### config.mk
export PLATFORM = sky130hd
export DESIGN_NAME = dm_port_arbiter_flat
export DESIGN_NICKNAME = d
export VERILOG_FILES = /design/src/rtl/dm_port_arbiter_pkg.sv /design/src/rtl/dm_port_arbiter_if.sv /design/src/rtl/dm_port_arbiter_rr_arb2.sv /design/src/rtl/dm_port_arbiter.sv /design/src/flat_wrapper.sv
export SDC_FILE = /design/constraint.sdc
export NUM_CORES = 1
export LEC_CHECK = 0
export ABC_CLOCK_PERIOD_IN_PS = 2260
export BUFFER_PORTS_ARGS = -buffer_cell sky130_fd_sc_hd__buf_2
export CAP_MARGIN = 20
export CORE_AREA = 2 2 111 113
export DETAILED_ROUTE_END_ITERATION = 10
export DIE_AREA = 0 0 113 115
export PLACE_DENSITY = 0.75
export SLEW_MARGIN = 20
export SYNTH_ARGS = -nofsm -noshare
export SYNTH_HDL_FRONTEND = slang
export SYNTH_SLANG_ARGS = --single-unit
### constraint.sdc
create_clock -name clk -period 2.26 [get_ports clk]
set_input_delay 0.113 -clock clk [delete_from_list [all_inputs] [get_ports clk]]
set_output_delay 0.113 -clock clk [all_outputs]
set_load 0.03 [all_outputs]
### src/rtl/dm_port_arbiter_pkg.sv
// Shared constants and types for the data-memory port arbiter.
package dm_port_arbiter_pkg;

   localparam int ADDR_W_DEF = 12;
   localparam int RD_LAT_DEF = 1;
   localparam int LAT_W      = 3;

   localparam logic [1:0] ST_IDLE = 2'd0;
   localparam logic [1:0] ST_WAIT = 2'd1;
   localparam logic [1:0] ST_RESP = 2'd2;

   localparam logic REQ_CPU = 1'b0;
   localparam logic REQ_DBG = 1'b1;

   typedef struct packed {
      logic        we;
      logic [31:0] addr;
      logic [31:0] wdata;
      logic [3:0]  wea;
   } dm_req_t;

   // Byte enables only reach the BRAM on writes.
   function automatic logic [3:0] eff_wea(input logic we, input logic [3:0] wea);
      return we ? wea : 4'b0000;
   endfunction

endpackage

### src/rtl/dm_port_arbiter_if.sv
// Requester-side handshake bundle: one instance per requester (cpu, dbg).
interface dm_port_arbiter_if;

   logic        req;
   logic        we;
   logic [31:0] addr;
   logic [31:0] wdata;
   logic [3:0]  wea;
   logic        ack;
   logic [31:0] rdata;

   modport master (output req, we, addr, wdata, wea, input ack, rdata);
   modport slave  (input req, we, addr, wdata, wea, output ack, rdata);

endinterface

### src/rtl/dm_port_arbiter_rr_arb2.sv
// Two-input round-robin grant; rr_last only moves when both requesters collide.
module dm_port_arbiter_rr_arb2
   import dm_port_arbiter_pkg::*;
(
   input  logic clk,
   input  logic rst,
   input  logic req_cpu_i,
   input  logic req_dbg_i,
   input  logic upd_en_i,
   output logic gnt_valid_o,
   output logic gnt_id_o
);

   logic rr_last_q;
   logic rr_last_d;
   logic both;

   assign both        = req_cpu_i & req_dbg_i;
   assign gnt_valid_o = req_cpu_i | req_dbg_i;

   always_comb begin
      gnt_id_o = REQ_CPU;
      if (both) begin
         gnt_id_o = ~rr_last_q;
      end else if (req_dbg_i) begin
         gnt_id_o = REQ_DBG;
      end
      rr_last_d = (upd_en_i && both) ? gnt_id_o : rr_last_q;
   end

   always_ff @(posedge clk or posedge rst) begin
      if (rst) begin
         rr_last_q <= REQ_DBG;
      end else begin
         rr_last_q <= rr_last_d;
      end
   end

endmodule

### src/rtl/dm_port_arbiter.sv
// Shares one data-memory BRAM port between the CPU MEM stage and a debug port,
// one transaction at a time, tracking the BRAM read latency.
module dm_port_arbiter
   import dm_port_arbiter_pkg::*;
#(
   parameter int ADDR_W = ADDR_W_DEF,
   parameter int RD_LAT = RD_LAT_DEF
)
(
   input  logic              clk,
   input  logic              rst,
   dm_port_arbiter_if.slave  cpu_if,
   dm_port_arbiter_if.slave  dbg_if,
   output logic              cpu_stall_o,
   output logic              dm_en_o,
   output logic [ADDR_W-1:0] dm_addr_o,
   output logic [31:0]       dm_wdata_o,
   output logic [3:0]        dm_wea_o,
   input  logic [31:0]       dm_rdata_i
);

   logic [1:0]       state_q, state_d;
   logic             owner_q, owner_d;
   logic             we_q, we_d;
   logic [LAT_W-1:0] lat_cnt_q, lat_cnt_d;
   logic [31:0]      cpu_hold_q, cpu_hold_d;
   logic [31:0]      dbg_hold_q, dbg_hold_d;

   logic    gnt_valid, gnt_id;
   logic    idle, issue, resp, rd_resp;
   dm_req_t cpu_req, dbg_req, sel_req;
   logic    unused_sel_bits;

   assign idle  = (state_q == ST_IDLE);
   assign issue = idle & gnt_valid;
   assign resp  = (state_q == ST_RESP);
   assign rd_resp = resp & ~we_q;

   assign cpu_req = {cpu_if.we, cpu_if.addr, cpu_if.wdata, cpu_if.wea};
   assign dbg_req = {dbg_if.we, dbg_if.addr, dbg_if.wdata, dbg_if.wea};
   assign sel_req = (gnt_id == REQ_DBG) ? dbg_req : cpu_req;
   assign unused_sel_bits = ^{sel_req.addr[1:0], sel_req.addr[31:ADDR_W+2]};

   dm_port_arbiter_rr_arb2 u_arb (
      .clk         (clk),
      .rst         (rst),
      .req_cpu_i   (cpu_if.req),
      .req_dbg_i   (dbg_if.req),
      .upd_en_i    (idle),
      .gnt_valid_o (gnt_valid),
      .gnt_id_o    (gnt_id)
   );

   always_comb begin
      dm_en_o    = 1'b0;
      dm_addr_o  = '0;
      dm_wdata_o = '0;
      dm_wea_o   = 4'b0000;
      if (issue) begin
         dm_en_o    = 1'b1;
         dm_addr_o  = sel_req.addr[ADDR_W+1:2];
         dm_wdata_o = sel_req.wdata;
         dm_wea_o   = eff_wea(sel_req.we, sel_req.wea);
      end
   end

   always_comb begin
      state_d   = state_q;
      owner_d   = owner_q;
      we_d      = we_q;
      lat_cnt_d = lat_cnt_q;
      case (state_q)
         ST_IDLE: begin
            if (issue) begin
               owner_d = gnt_id;
               we_d    = sel_req.we;
               if (sel_req.we || RD_LAT == 1) begin
                  state_d = ST_RESP;
               end else begin
                  state_d   = ST_WAIT;
                  lat_cnt_d = LAT_W'(RD_LAT - 1);
               end
            end
         end
         ST_WAIT: begin
            lat_cnt_d = lat_cnt_q - 1'b1;
            if (lat_cnt_q <= LAT_W'(1)) begin
               state_d = ST_RESP;
            end
         end
         ST_RESP: state_d = ST_IDLE;
         default: state_d = ST_IDLE;
      endcase
   end

   // Read data is forwarded in the ack cycle and also captured for later use.
   assign cpu_if.ack   = resp & (owner_q == REQ_CPU);
   assign dbg_if.ack   = resp & (owner_q == REQ_DBG);
   assign cpu_if.rdata = (rd_resp && owner_q == REQ_CPU) ? dm_rdata_i : cpu_hold_q;
   assign dbg_if.rdata = (rd_resp && owner_q == REQ_DBG) ? dm_rdata_i : dbg_hold_q;
   assign cpu_hold_d   = (rd_resp && owner_q == REQ_CPU) ? dm_rdata_i : cpu_hold_q;
   assign dbg_hold_d   = (rd_resp && owner_q == REQ_DBG) ? dm_rdata_i : dbg_hold_q;
   assign cpu_stall_o  = cpu_if.req & ~cpu_if.ack;

   always_ff @(posedge clk or posedge rst) begin
      if (rst) begin
         state_q    <= ST_IDLE;
         owner_q    <= REQ_CPU;
         we_q       <= 1'b0;
         lat_cnt_q  <= '0;
         cpu_hold_q <= '0;
         dbg_hold_q <= '0;
      end else begin
         state_q    <= state_d;
         owner_q    <= owner_d;
         we_q       <= we_d;
         lat_cnt_q  <= lat_cnt_d;
         cpu_hold_q <= cpu_hold_d;
         dbg_hold_q <= dbg_hold_d;
      end
   end

endmodule

### src/flat_wrapper.sv
// flat-port wrapper written by rule: the top's interface ports become plain ports
module dm_port_arbiter_flat import dm_port_arbiter_pkg::*;
#(
   parameter int ADDR_W = ADDR_W_DEF,
   parameter int RD_LAT = RD_LAT_DEF
)
  (clk, rst, cpu_stall_o, dm_en_o, dm_addr_o, dm_wdata_o, dm_wea_o, dm_rdata_i, cpu_if_req, cpu_if_we, cpu_if_addr, cpu_if_wdata, cpu_if_wea, cpu_if_ack, cpu_if_rdata, dbg_if_req, dbg_if_we, dbg_if_addr, dbg_if_wdata, dbg_if_wea, dbg_if_ack, dbg_if_rdata);
  dm_port_arbiter_if cpu_if_i ();
  dm_port_arbiter_if dbg_if_i ();
  input  logic clk;
  input  logic rst;
  output logic cpu_stall_o;
  output logic dm_en_o;
  output logic [ADDR_W-1:0] dm_addr_o;
  output logic [31:0] dm_wdata_o;
  output logic [3:0] dm_wea_o;
  input  logic [31:0] dm_rdata_i;
  input wire logic [$bits(cpu_if_i.req)-1:0] cpu_if_req;
  input wire logic [$bits(cpu_if_i.we)-1:0] cpu_if_we;
  input wire logic [$bits(cpu_if_i.addr)-1:0] cpu_if_addr;
  input wire logic [$bits(cpu_if_i.wdata)-1:0] cpu_if_wdata;
  input wire logic [$bits(cpu_if_i.wea)-1:0] cpu_if_wea;
  output wire logic [$bits(cpu_if_i.ack)-1:0] cpu_if_ack;
  output wire logic [$bits(cpu_if_i.rdata)-1:0] cpu_if_rdata;
  input wire logic [$bits(dbg_if_i.req)-1:0] dbg_if_req;
  input wire logic [$bits(dbg_if_i.we)-1:0] dbg_if_we;
  input wire logic [$bits(dbg_if_i.addr)-1:0] dbg_if_addr;
  input wire logic [$bits(dbg_if_i.wdata)-1:0] dbg_if_wdata;
  input wire logic [$bits(dbg_if_i.wea)-1:0] dbg_if_wea;
  output wire logic [$bits(dbg_if_i.ack)-1:0] dbg_if_ack;
  output wire logic [$bits(dbg_if_i.rdata)-1:0] dbg_if_rdata;
  assign cpu_if_i.req = cpu_if_req;
  assign cpu_if_i.we = cpu_if_we;
  assign cpu_if_i.addr = cpu_if_addr;
  assign cpu_if_i.wdata = cpu_if_wdata;
  assign cpu_if_i.wea = cpu_if_wea;
  assign cpu_if_ack = cpu_if_i.ack;
  assign cpu_if_rdata = cpu_if_i.rdata;
  assign dbg_if_i.req = dbg_if_req;
  assign dbg_if_i.we = dbg_if_we;
  assign dbg_if_i.addr = dbg_if_addr;
  assign dbg_if_i.wdata = dbg_if_wdata;
  assign dbg_if_i.wea = dbg_if_wea;
  assign dbg_if_ack = dbg_if_i.ack;
  assign dbg_if_rdata = dbg_if_i.rdata;
  dm_port_arbiter #(.ADDR_W(ADDR_W), .RD_LAT(RD_LAT)) u_core (.clk(clk), .rst(rst), .cpu_if(cpu_if_i), .dbg_if(dbg_if_i), .cpu_stall_o(cpu_stall_o), .dm_en_o(dm_en_o), .dm_addr_o(dm_addr_o), .dm_wdata_o(dm_wdata_o), .dm_wea_o(dm_wea_o), .dm_rdata_i(dm_rdata_i));
endmodule
==> results_dict.tcl <==
set metrics [dict create \
    gr-total-overflow 0 \
    core_area_um2 11800 \
    antenna_cells 0 \
    ys.flop_type "dfrtp_1" \
    port_buffers 249 \
    cts_setup_buffers 0 \
    drtIter0Drc 231 \
    syn_nets 494 \
    finalSetupViolations 0 \
    antenna_left 0 \
    slew-limit-headroom_pct 49.9 \
    grt_max_degree 47 \
    stdcell_count 720 \
    layout.nets 742 \
    synth_top_cell_by_area "dfrtp_1" \
    die_width_um 113 \
    first_pass_iters 7 \
    status "finished with violations" \
    clock_skew_ps 6.69 \
    ios 290 \
    rsz0062_at_grt "false" \
    grtUsageTotal_pct 14.7 \
    yosys_warnings 0 \
    post-route-min-period_ps 2010 \
    max-vdd-ir-drop_uv 409 \
    cts_made_buffers 9 \
    tightest_slew_ps 749 \
    clock.fmax_mhz 496 \
    die_area_um2 13000 \
    antenna_found_initial 0 \
    critPathMaxFanout 32 \
    required_ps 2150 \
    start_kind "flop" \
    place_inst 703 \
    hold_path_class "primary input to flop" \
    grt_pass1_vias 2995 \
    synthTopCellsByCount "99 x nand2_1, 67 x dfrtp_1, 48 x a21oi_1" \
    clk_pin_slew_ps 60 \
    cts_tree "yes" \
    final_hold_viol_count 0 \
    violations "design-rule violations" \
    vias_per_cell 4.43 \
    initial_core_util_pct 28.9 \
    netlist.area_leader.share_pct 49.0 \
    finalSetupTns_ps 0 \
    drive_above_1_share_pct 60.0 \
    p_per_area_nw_per_um2 1400 \
    avgSynthCellArea_um2 10.7 \
    seq_area_frac_synth_pct 49.8 \
    cp.arrival_ps 1900 \
    maxSlewViolCount 0 \
    cp-end-kind "primary output" \
    period_share_pct 89.1 \
    cts.sinks 68 \
    path_class "flop to primary output" \
    max-clock-path-buffers 2 \
    cts_hold_buf 1 \
    power_mw 7.17 \
    synth_area_leaders "dfrtp_1 49%, mux2_4 13%, mux2_2 11%" \
    ys_ff_latch 68 \
    rows 40 \
    p_leak_nw 2.79 \
    dp_hpwl_mm 7.93 \
    avgRoutedWirePerCell_um 13.9 \
    syn_to_final_growth_pct 49.8 \
    synth_edf_count 0 \
    yosysMostFrequentCell "nand2_1" \
    clk_latency_ps 320 \
    grt_first_pass_wirelength_mm 15.1 \
    async_flop_share_pct 100 \
    synth.distinct_cells 24 \
    syn_area_um2 3420 \
    synth_cells 320 \
    fp.dieH_um 115 \
    drt-total-wl_mm 10.0 \
    vias 3187 \
    remaining_drc_errors 12 \
    cts-root-buf "clkbuf_16" \
    ctsResizeCount 0 \
    htree_levels 3 \
    timing.max_cap.violations 0 \
    gp_congestion 0.784 \
]
[area by class of cell]
type	instances	area, um^2
fillers	1149	6690
flip-flops and latches	68	1700
multi-input cells	226	1580
repair buffers	259	1360
clock buffers	9	225
well taps	147	184
clock inverters	7	51.3
inverters	4	15.0
[worst paths after layout]
| path | cells past startpoint | start | slack (ps) | endpoint |
|---|---|---|---|---|
| max reg2reg | 4 | u_core.state_q[1] | 780 | u_core.cpu_hold_q[18] |
| max | 5 | u_core.u_arb.rr_last_q | 250 | dm_wdata_o[14] |
| min reg2reg | 1 | u_core.dbg_hold_q[24] | 490 | u_core.dbg_hold_q[24] |
| max in group asynchronous | 4 | rst | 1380 | u_core.dbg_hold_q[7] |
| min | 2 | dm_rdata_i[23] | 40 | u_core.dbg_hold_q[23] |
| min in group asynchronous | 4 | rst | 380 | u_core.dbg_hold_q[18] |
[metal layers]
metal  vias to the layer above  track usage, %  wire length, um
li1                       1566               -                -
met1                      1461            17.5             3950
met2                       148            26.5             5180
met3                        12            3.06              753
met4                         0            5.04              159
met5                         -               0                0
[worst max-delay path: stages, from the launching register on]
cell and delay [ps]:
dfstp_2 580, a21bo_2 150, buf_4 300, nand2_1 160
a21oi_1 160, buf_2 220
[placed cells by master, fill, tap and decap left out, types with 2 or more instances in the layout]
cell type	Yosys	final
a21oi_1	48	48
nand2_1	99	99
buf_2	11	249
clkbuf_16	0	9
buf_4	5	6
inv_6	0	2
clkinv_2	0	2
dfrtp_1	67	67
mux2_2	33	33
mux2_4	30	30
inv_1	4	3
buf_12	0	3
nand2b_1	3	2
and2_1	2	2
clkinvlp_4	0	2
[power breakdown]
group	total [mW]	switching, mW	internal, mW
Clock	1.27	0.522	0.746
Sequential	2.01	0.186	1.82
Combinational	3.89	2.49	1.40
[registers in the layout, summed over array words and instances, names as in the netlist]
| register | cells |
|---|---|
| u_core.owner_q | 1 |
| u_core.u_arb.rr_last_q | 1 |
| u_core.state_q | 1 |
| u_core.we_q | 1 |
| u_core.cpu_hold_q | 32 |
| u_core.dbg_hold_q | 32 |
[metrics by stage]
stage	worst slack, ps	utilization, %	hold slack, ps	cell area, um^2
after CTS	215	43.4	25.1	5120
after detailed placement	569	40.9	181	4830
after global placement	566	40.9	176	4830
after floorplan	437	-	254	3420
final	245	43.4	37.7	5120
after global routing	115	43.4	30.0	5120
[logic make-up (layout without fill, tap and decap cells)]
kind of cell	count (synthesis)	after routing	share of synthesized area, %
buffers and inverters	26	279	4.69
AND/OR/NAND/NOR	108	108	12.6
AO/OA/AOI/OAI	53	53	8.27
XOR/XNOR	1	1	0.256
multiplexers	64	64	24.4
flip-flops	68	68	49.8
Note: power is estimated with default switching activity, not from simulation.
